**src/rtl/channel_err_inj.sv**
```systemverilog
// Channel error injector: passes encoder symbols through with one cycle latency and
// flips cfg_mask bits on selected symbols. Per-bit statistics need CHANNEL_ERR_INJ_STATS_EN.
module channel_err_inj #(
    parameter int              W           = 2,
    parameter int              PERIOD_LOG2 = 3,
    parameter longint unsigned WINDOW      = 256,
    parameter logic [15:0]     SEED        = 16'hACE1
) (
    input  logic         clk,
    input  logic         rst,
    input  logic         start,
    input  logic [1:0]   cfg_mode,
    input  logic [W-1:0] cfg_mask,
    input  logic [3:0]   cfg_burst_len,
    input  logic [7:0]   cfg_thresh,
    input  logic         valid_i,
    input  logic [W-1:0] data_i,
    output logic         valid_o,
    output logic [W-1:0] data_o,
    output logic         err_o,
    output logic         busy,
    output logic [31:0]  sym_ct,
    output logic [31:0]  inj_ct,
    output logic [31:0]  bit_err_ct
);

    // state | meaning
    // IDLE  | waiting for start, clean pass-through
    // RUN   | counting symbols, injecting per mode
    // BURST | injecting every accepted symbol until burst_rem runs out
    // DONE  | window finished, clean pass-through, counters hold results
    typedef enum logic [1:0] {S_IDLE, S_RUN, S_BURST, S_DONE} state_t;

    localparam logic [1:0]  M_PERIODIC = 2'd1;
    localparam logic [1:0]  M_BURST    = 2'd2;
    localparam logic [1:0]  M_RANDOM   = 2'd3;
    localparam logic [31:0] WIN_LAST   = 32'(WINDOW - 64'd1);

    state_t       state, state_nx;
    logic [1:0]   mode_q;
    logic [W-1:0] mask_q;
    logic [3:0]   blen_q;
    logic [7:0]   thresh_q;
    logic [15:0]  lfsr;
    logic [3:0]   burst_rem, burst_rem_nx;
    logic         accept, trig, inj, load, last_sym;

    assign busy     = (state == S_RUN) || (state == S_BURST);
    assign accept   = valid_i && busy;
    assign load     = start && !busy;
    assign trig     = &sym_ct[PERIOD_LOG2-1:0];
    assign last_sym = (sym_ct == WIN_LAST);

    always_comb begin
        state_nx     = state;
        burst_rem_nx = burst_rem;
        inj          = 1'b0;
        case (state)
            S_IDLE, S_DONE: begin
                if (start) state_nx = S_RUN;
            end
            S_RUN: begin
                if (accept) begin
                    case (mode_q)
                        M_PERIODIC: inj = trig;
                        M_BURST: begin
                            if (trig) begin
                                inj = 1'b1;
                                // burst_len 0 or 1 is a single symbol, no BURST visit
                                if (blen_q > 4'd1) begin
                                    state_nx     = S_BURST;
                                    burst_rem_nx = blen_q - 4'd1;
                                end
                            end
                        end
                        M_RANDOM: inj = (lfsr[7:0] < thresh_q);
                        default: inj = 1'b0;
                    endcase
                    if (last_sym) state_nx = S_DONE;
                end
            end
            S_BURST: begin
                if (accept) begin
                    inj          = 1'b1;
                    burst_rem_nx = burst_rem - 4'd1;
                    if (burst_rem == 4'd1) state_nx = S_RUN;
                    if (last_sym) state_nx = S_DONE;
                end
            end
            default: state_nx = S_IDLE;
        endcase
    end

    always_ff @(posedge clk) begin
        if (rst) begin
            state     <= S_IDLE;
            burst_rem <= '0;
            valid_o   <= 1'b0;
            err_o     <= 1'b0;
            data_o    <= '0;
            sym_ct    <= '0;
            inj_ct    <= '0;
            lfsr      <= SEED;
            mode_q    <= '0;
            mask_q    <= '0;
            blen_q    <= '0;
            thresh_q  <= '0;
        end else begin
            state     <= state_nx;
            burst_rem <= burst_rem_nx;
            valid_o   <= valid_i;
            err_o     <= inj && valid_i;
            if (valid_i) data_o <= data_i ^ (inj ? mask_q : '0);
            if (load) begin
                sym_ct   <= '0;
                inj_ct   <= '0;
                lfsr     <= SEED;
                mode_q   <= cfg_mode;
                mask_q   <= cfg_mask;
                blen_q   <= cfg_burst_len;
                thresh_q <= cfg_thresh;
            end else if (accept) begin
                if (sym_ct != '1) sym_ct <= sym_ct + 32'd1;
                if (inj && inj_ct != '1) inj_ct <= inj_ct + 32'd1;
                lfsr <= {1'b0, lfsr[15:1]} ^ (lfsr[0] ? 16'hB400 : 16'h0000);
            end
        end
    end

`ifdef CHANNEL_ERR_INJ_STATS_EN
    logic [5:0]  mask_pop;
    logic [32:0] bit_err_sum;

    always_comb begin
        mask_pop = '0;
        for (int i = 0; i < W; i++) mask_pop = mask_pop + 6'(mask_q[i]);
    end

    assign bit_err_sum = {1'b0, bit_err_ct} + 33'(mask_pop);

    always_ff @(posedge clk) begin
        if (rst || load) begin
            bit_err_ct <= '0;
        end else if (accept && inj) begin
            bit_err_ct <= bit_err_sum[32] ? 32'hFFFF_FFFF : bit_err_sum[31:0];
        end
    end
`else
    assign bit_err_ct = '0;
`endif

endmodule

```
**config.mk**
```make
export PLATFORM = sky130hd
export DESIGN_NAME = channel_err_inj
export DESIGN_NICKNAME = d
export VERILOG_FILES = /design/src/rtl/channel_err_inj.sv
export SDC_FILE = /design/constraint.sdc
export NUM_CORES = 1
export LEC_CHECK = 0
export BUFFER_PORTS_ARGS = -buffer_cell sky130_fd_sc_hd__buf_4
export CORE_AREA = 3 3 96 116
export DETAILED_ROUTE_END_ITERATION = 12
export DIE_AREA = 0 0 99 119
export PLACE_DENSITY = 0.79
export SLEW_MARGIN = 40
export SYNTH_ARGS = -nofsm -noshare
export SYNTH_HDL_FRONTEND = slang
export SYNTH_SLANG_ARGS = --single-unit
```
**constraint.sdc**
```tcl
create_clock -name clk -period 2.7 [get_ports clk]
set_input_delay 0.135 -clock clk [delete_from_list [all_inputs] [get_ports clk]]
set_output_delay 0.135 -clock clk [all_outputs]
set_load 0.05 [all_outputs]
```
# [Word level (Yosys, flattened, before mapping)]
# Cells that the tools add are included.
[word_totals] ff_bits=106 in_bits=22
[op_classes] add_sub_neg=4 magnitude_cmp=2 n_eq_ne=20 mux=23 n_bitwise=2 n_reduce_logical=15
[ops] op="$add 32x1->32 const B" count=2
[ops] op="$ne 32x32->1 const B" count=2
[ops] op="$eq 32x8->1 const B" count=1
[ops] op="$mux 2" count=10
[ops] op="$mux 4" count=5
[ops] op="$mux 16" count=1
[ops] op="$xor 15x16->16" count=1
[ops] op="$ne 3x2->1 const B" count=3
[ops] op="$eq 2x2->1 const B" count=4
[ops] op="$lt 8x8->1" count=1
[ops] op="$ne 2x2->1 const B" count=4
[ops] op="$pmux 4 s2" count=1
[ops] op="$sub 4x1->4 const B" count=2
[ops] op="$reduce_and 7->1" count=1
[ops] op="$pmux 2 s3" count=1
[ops] op="$reduce_and 6->1" count=1
[ops] op="$eq 2x1->1 const B" count=2
[ops] op="$eq 4x1->1 const B" count=1
[ops] op="$gt 4x1->1 const B" count=1
[ops] op="$logic_and 1x1->1" count=4
[ops] op="$ne 2x1->1 const B" count=2
[ops] op="$reduce_and 2->1" count=2
[ops] op="$reduce_or 2->1" count=2
[ops] op="$mux 1" count=3
[ops] op="9 further kinds" count=9

# [Longest topological paths before layout]
[logic_depth] word_depth=7 mapped_depth=10

# [Least setup slack after synthesis]
# OpenSTA, ideal clock, no wires.
[synth_path] kind="register -> register" startpoint="register sym_ct[0]" endpoint="register inj_ct[20]" setup_time_ps=128 t_arrival_ps=2408 required_ps=2572 path_slack_ps=165 stages_incl_launch_ff=11 n_path_buf=2 cell_sequence="dfxtp_1 ha_1 ha_1 and4b_1 a211oi_1 a311oi_4 buf_4 buf_4 nand4_1 xnor2_1 nor2_1"
[synth_between] elab_chain_cells=7
[synth_lines] item="from (decl)" line="22" text="output logic [31:0] sym_ct,"
[synth_lines] item="from (signal assigned)" line="123" text="if (sym_ct != '1) sym_ct <= sym_ct + 32'd1;"
[synth_lines] item="$reduce_and 3->1 *" line="51" text="assign trig = &sym_ct[PERIOD_LOG2-1:0];"
[synth_lines] item="$mux 1" line="67" text="if (trig) begin"
[synth_lines] item="$pmux 1 s3 *" line="64" text="case (mode_q)"
[synth_lines] item="$mux 1 *" line="63" text="if (accept) begin"
[synth_lines] item="$pmux 1 s2 *" line="58" text="case (state)"
[synth_lines] item="$logic_and 1x1->1 *" line="124" text="if (inj && inj_ct != '1) inj_ct <= inj_ct + 32'd1;"
[synth_lines] item="$reduce_and 2->1 (no line) *"
[synth_lines] item="to (signal assigned)" line="124"
[synth_lines] item="to (decl)" line="23" text="output logic [31:0] inj_ct,"
# Mark *: on every way between the ends. The rest lies on a longest branch, timed or not.
# A chain may end at the register's enable or synchronous reset.

# [Final worst setup path]
[layout_path] startpoint="register thresh_q[3]" endpoint="register inj_ct[31]"
[layout_between] elab_chain_cells=6
[layout_lines] item="from (decl)" line="43" text="logic [7:0] thresh_q;"
[layout_lines] item="from (signal assigned)" line="121" text="thresh_q <= cfg_thresh;"
[layout_lines] item="$lt 8x8->1" line="76" text="M_RANDOM: inj = (lfsr[7:0] < thresh_q);"
[layout_lines] item="$pmux 1 s3" line="64"
[layout_lines] item="$mux 1" line="63"
[layout_lines] item="$pmux 1 s2" line="58"
[layout_lines] item="$logic_and 1x1->1" line="124"
[layout_lines] item="$reduce_and 2->1 (no line)"
# No other way between the ends.

==> out/metrics.cfg <==
[critical_path]
r2r_end = inj_ct[31]$_SDFFE_PP0P_
cp_data_required_time_ns = 2.99
arrival_ns = 2.82
timing.rr.start = thresh_q[3]$_SDFFE_PP0P_
rr_worst_depth = 9
end_kind = register
cp_slowest_cell = or4_1
critical_path_class = register to register
cp_max_fo = 6
worstPathCellList = inv_1 > ha_1 > a2111oi_2 > o21ai_1 > a311oi_4 > buf_4 > nand2_2 > or4_1 > nand2_1
start_kind = register
cp_slowest_stage_delay_ns = 0.49
ff2ff_setup_slack_ns = 0.16

[cells_and_area]
syn_to_final_growth_pct = 18.7
drive_above_1_share = 0.183
instances_no_fill = 890
final_util = 0.653
antenna_cells = 0
final_nets = 801

[route]
drc = 0
drt_iter0_markers = 287
dr_total_vias = 4986
wl_per_cell_um = 14.6
antenna_left = 0
firstDrtPassIters = 5
wl_um = 13000
viasPerCell = 5.60

[power_and_ir_drop]
switchingPower_uw = 1170
power.share.sequential = 0.440
internal_power_uw = 2700
p_per_area_mw_per_mm2 = 588
power_leakage_uw = 0.00269
power_frac_comb = 0.205
clkPwrFrac = 0.355
vdd_ir_drop_max_mv = 0.414
swShare = 0.302

[clock_network]
cts_htree_levels = 3
cts_sinks = 106
cts_buffers = 9
clk-insertion-delay-late_ns = 0.35
tritoncts = yes
clk_path_buf_depth = 2
cts_resized = 0
cts_hold_buf = 0
cts-root-buf = clkbuf_16
cts_setup_buffers = 0
cts.clk_slew.worst_paths_ns = 0.06

[timing]
hold_viol_final = 0
maxSlewViolCount = 0
setup_tns_ns = 0
worstMarginPinSlew_ns = 0.646
rsz0062_at_grt = false
slew-limit-headroom = 0.570
period_share = 0.939
fmaxAchievable_mhz = 394
skew_ns = 0.00700
hold_ws_ns = 0.0364
setup_viol = 0
fin_crit_ns = 2.54

[run]
maxCapViolCount = 0

[placement]
gp_congestion = 0.863
numPlacedInstances = 875
io_buffers = 90
hpwl_um = 9630

[yosys]
ys_seq_elements = 106
synthDistinctLibCells = 59
async_flop_share = 0
synth_top_area_cell = dfxtp_1
syn_inst = 669
synth_area_mm2 = 0.00553
synth_flop_cell = dfxtp_1
synth.top_cell.area_share = 0.384
synthTopCellsByArea = dfxtp_1 38%, nand2_1 6.5%, xor2_1 5.9%
avgSynthCellArea_um2 = 8.27
ys_warn_count = 0
synth-edff-count = 0
seq_area_frac_synth = 0.384

[grt]
grt_antenna_before_repair = 0
use_met1 = 0.273
grt_pass1_vias = 4716
grt_pass1_wl_um = 21900
grt-busiest-layer = met2
grt-ovfl-total = 0
grt_use_met3 = 0.0369
met2_usage = 0.378
grt_max_degree = 31
grt_usage = 0.222

[floorplanning]
die_w_um = 99
dieArea_mm2 = 0.0118
start_util = 0.550
io_pins = 123
num_rows = 40
core_area_mm2 = 0.0101
die_height_um = 119

[worst_hold_path]
hp-start = cfg_thresh[5]
holdPathEnd = thresh_q[5]$_SDFFE_PP0P_
hp-class = input port to register
min_path_cells = 3

[outcome]
outcome = completed

[area by class of cell]
| cell class | instances | area (um2) |
|---|---|---|
| Sequential cell | 106 | 2120 |
| Multi-Input combinational cell | 514 | 3090 |
| Tap cell | 126 | 158 |
| Inverter | 21 | 78.8 |
| Clock inverter | 5 | 80.1 |
| Timing Repair Buffer | 108 | 811 |
| Clock buffer | 10 | 229 |
| Fill cell | 822 | 3490 |
[state kept, by name (all words and copies together) (netlist names)]
signal	count
thresh_q	8
state	2
sym_ct	32
err_o	1
data_o	2
mask_q	2
lfsr	16
inj_ct	32
valid_o	1
blen_q	4
burst_rem	4
mode_q	2
[kinds of logic (layout without fill, tap and decap cells)]
logic type,count (synthesis),after routing,share of synthesized area
mux,4,4,0.00724
compound gates,72,72,0.0877
buf+inv,80,144,0.0798
other cells,1,32,0.000678
simple gates,330,330,0.308
xor+xnor,57,57,0.0902
fa+ha+maj,19,19,0.0430
flops,106,106,0.384
[cell usage in the layout, fill, tap and decap left out, types with 3 or more instances in the layout]
cell,count
buf_4,108
dfxtp_1,106
nand2_1,96
nor2_1,71
nand3_1,38
xor2_1,37
a21oi_1,33
conb_1,32
nand4_1,30
inv_1,21
xnor2_1,20
ha_1,19
and3_1,18
and4_1,14
nor3_1,11
nor4_1,10
and2_1,9
clkbuf_16,9
o21ai_0,8
o211ai_1,7
a211oi_1,4
or4_1,4
mux2i_1,4
o21a_1,3
nor4_2,3
nor2b_1,3
or3_1,3
[critical path, delay by kind of cell, from the launching register on]
family | cells | cell delay, ns
AO/OA/AOI/OAI | 3 | 0.91
adder cells (fa/ha/maj) | 1 | 0.32
buffers and inverters | 2 | 0.26
flip-flops | 1 | 0.33
AND/OR/NAND/NOR | 3 | 0.66
[how the worst max path moves through the flow]
| stage | start | to | slack [ns] | cells past startpoint |
|---|---|---|---|---|
| detailed placement | thresh_q[3]$_SDFFE_PP0P_ | inj_ct[29]$_SDFFE_PP0P_ | 0.16 | 9 |
| CTS | thresh_q[3]$_SDFFE_PP0P_ | inj_ct[31]$_SDFFE_PP0P_ | 0.13 | 9 |
| global route | thresh_q[3]$_SDFFE_PP0P_ | inj_ct[29]$_SDFFE_PP0P_ | 0.01 | 9 |
| floorplan | sym_ct[0]$_SDFFE_PP0P_ | inj_ct[20]$_SDFFE_PP0P_ | 0.16 | 10 |
| global placement | thresh_q[3]$_SDFFE_PP0P_ | inj_ct[31]$_SDFFE_PP0P_ | 0.26 | 9 |
| finish | thresh_q[3]$_SDFFE_PP0P_ | inj_ct[31]$_SDFFE_PP0P_ | 0.16 | 9 |
[metrics by stage]
step	area [um2]	setup slack, ns	total power, uW
after floorplan	5650	0.165	2350
after global placement	6260	0.259	2490
after detailed placement	6260	0.160	2520
after CTS	6570	0.132	3890
after global routing	6570	0.0125	4050
final	6570	0.165	3860
[per-layer routing]
metal | wire (um) | vias up
met4 | 368 | 0
met2 | 6480 | 163
met3 | 735 | 26
li1 | - | 2431
met5 | 0 | -
met1 | 5450 | 2366
[synth_stat cells (5+ instances only)]
master    number
nor4_1        10
xor2_1        37
dfxtp_1      106
nand3_1       38
clkbuf_1      16
o21ai_0        8
a21oi_1       33
xnor2_1       20
ha_1          19
and2_1         9
nand4_1       30
buf_4         34
nand2_1       96
inv_1         21
nor2_1        71
buf_2          5
nor3_1        11
and3_1        18
and4_1        14
o211ai_1       7
[power groups by stage]
| stage | Combinational (uW) | Clock (uW) | Sequential, uW |
|---|---|---|---|
| 2_1_floorplan | 614 | 0 | 1740 |
| 3_3_place_gp | 760 | 0 | 1730 |
| 3_5_place_dp | 790 | 0 | 1730 |
| 4_1_cts | 796 | 1390 | 1700 |
| 5_1_grt | 876 | 1460 | 1710 |
| 6_report | 793 | 1370 | 1700 |
(Power assumes the default switching activity.)
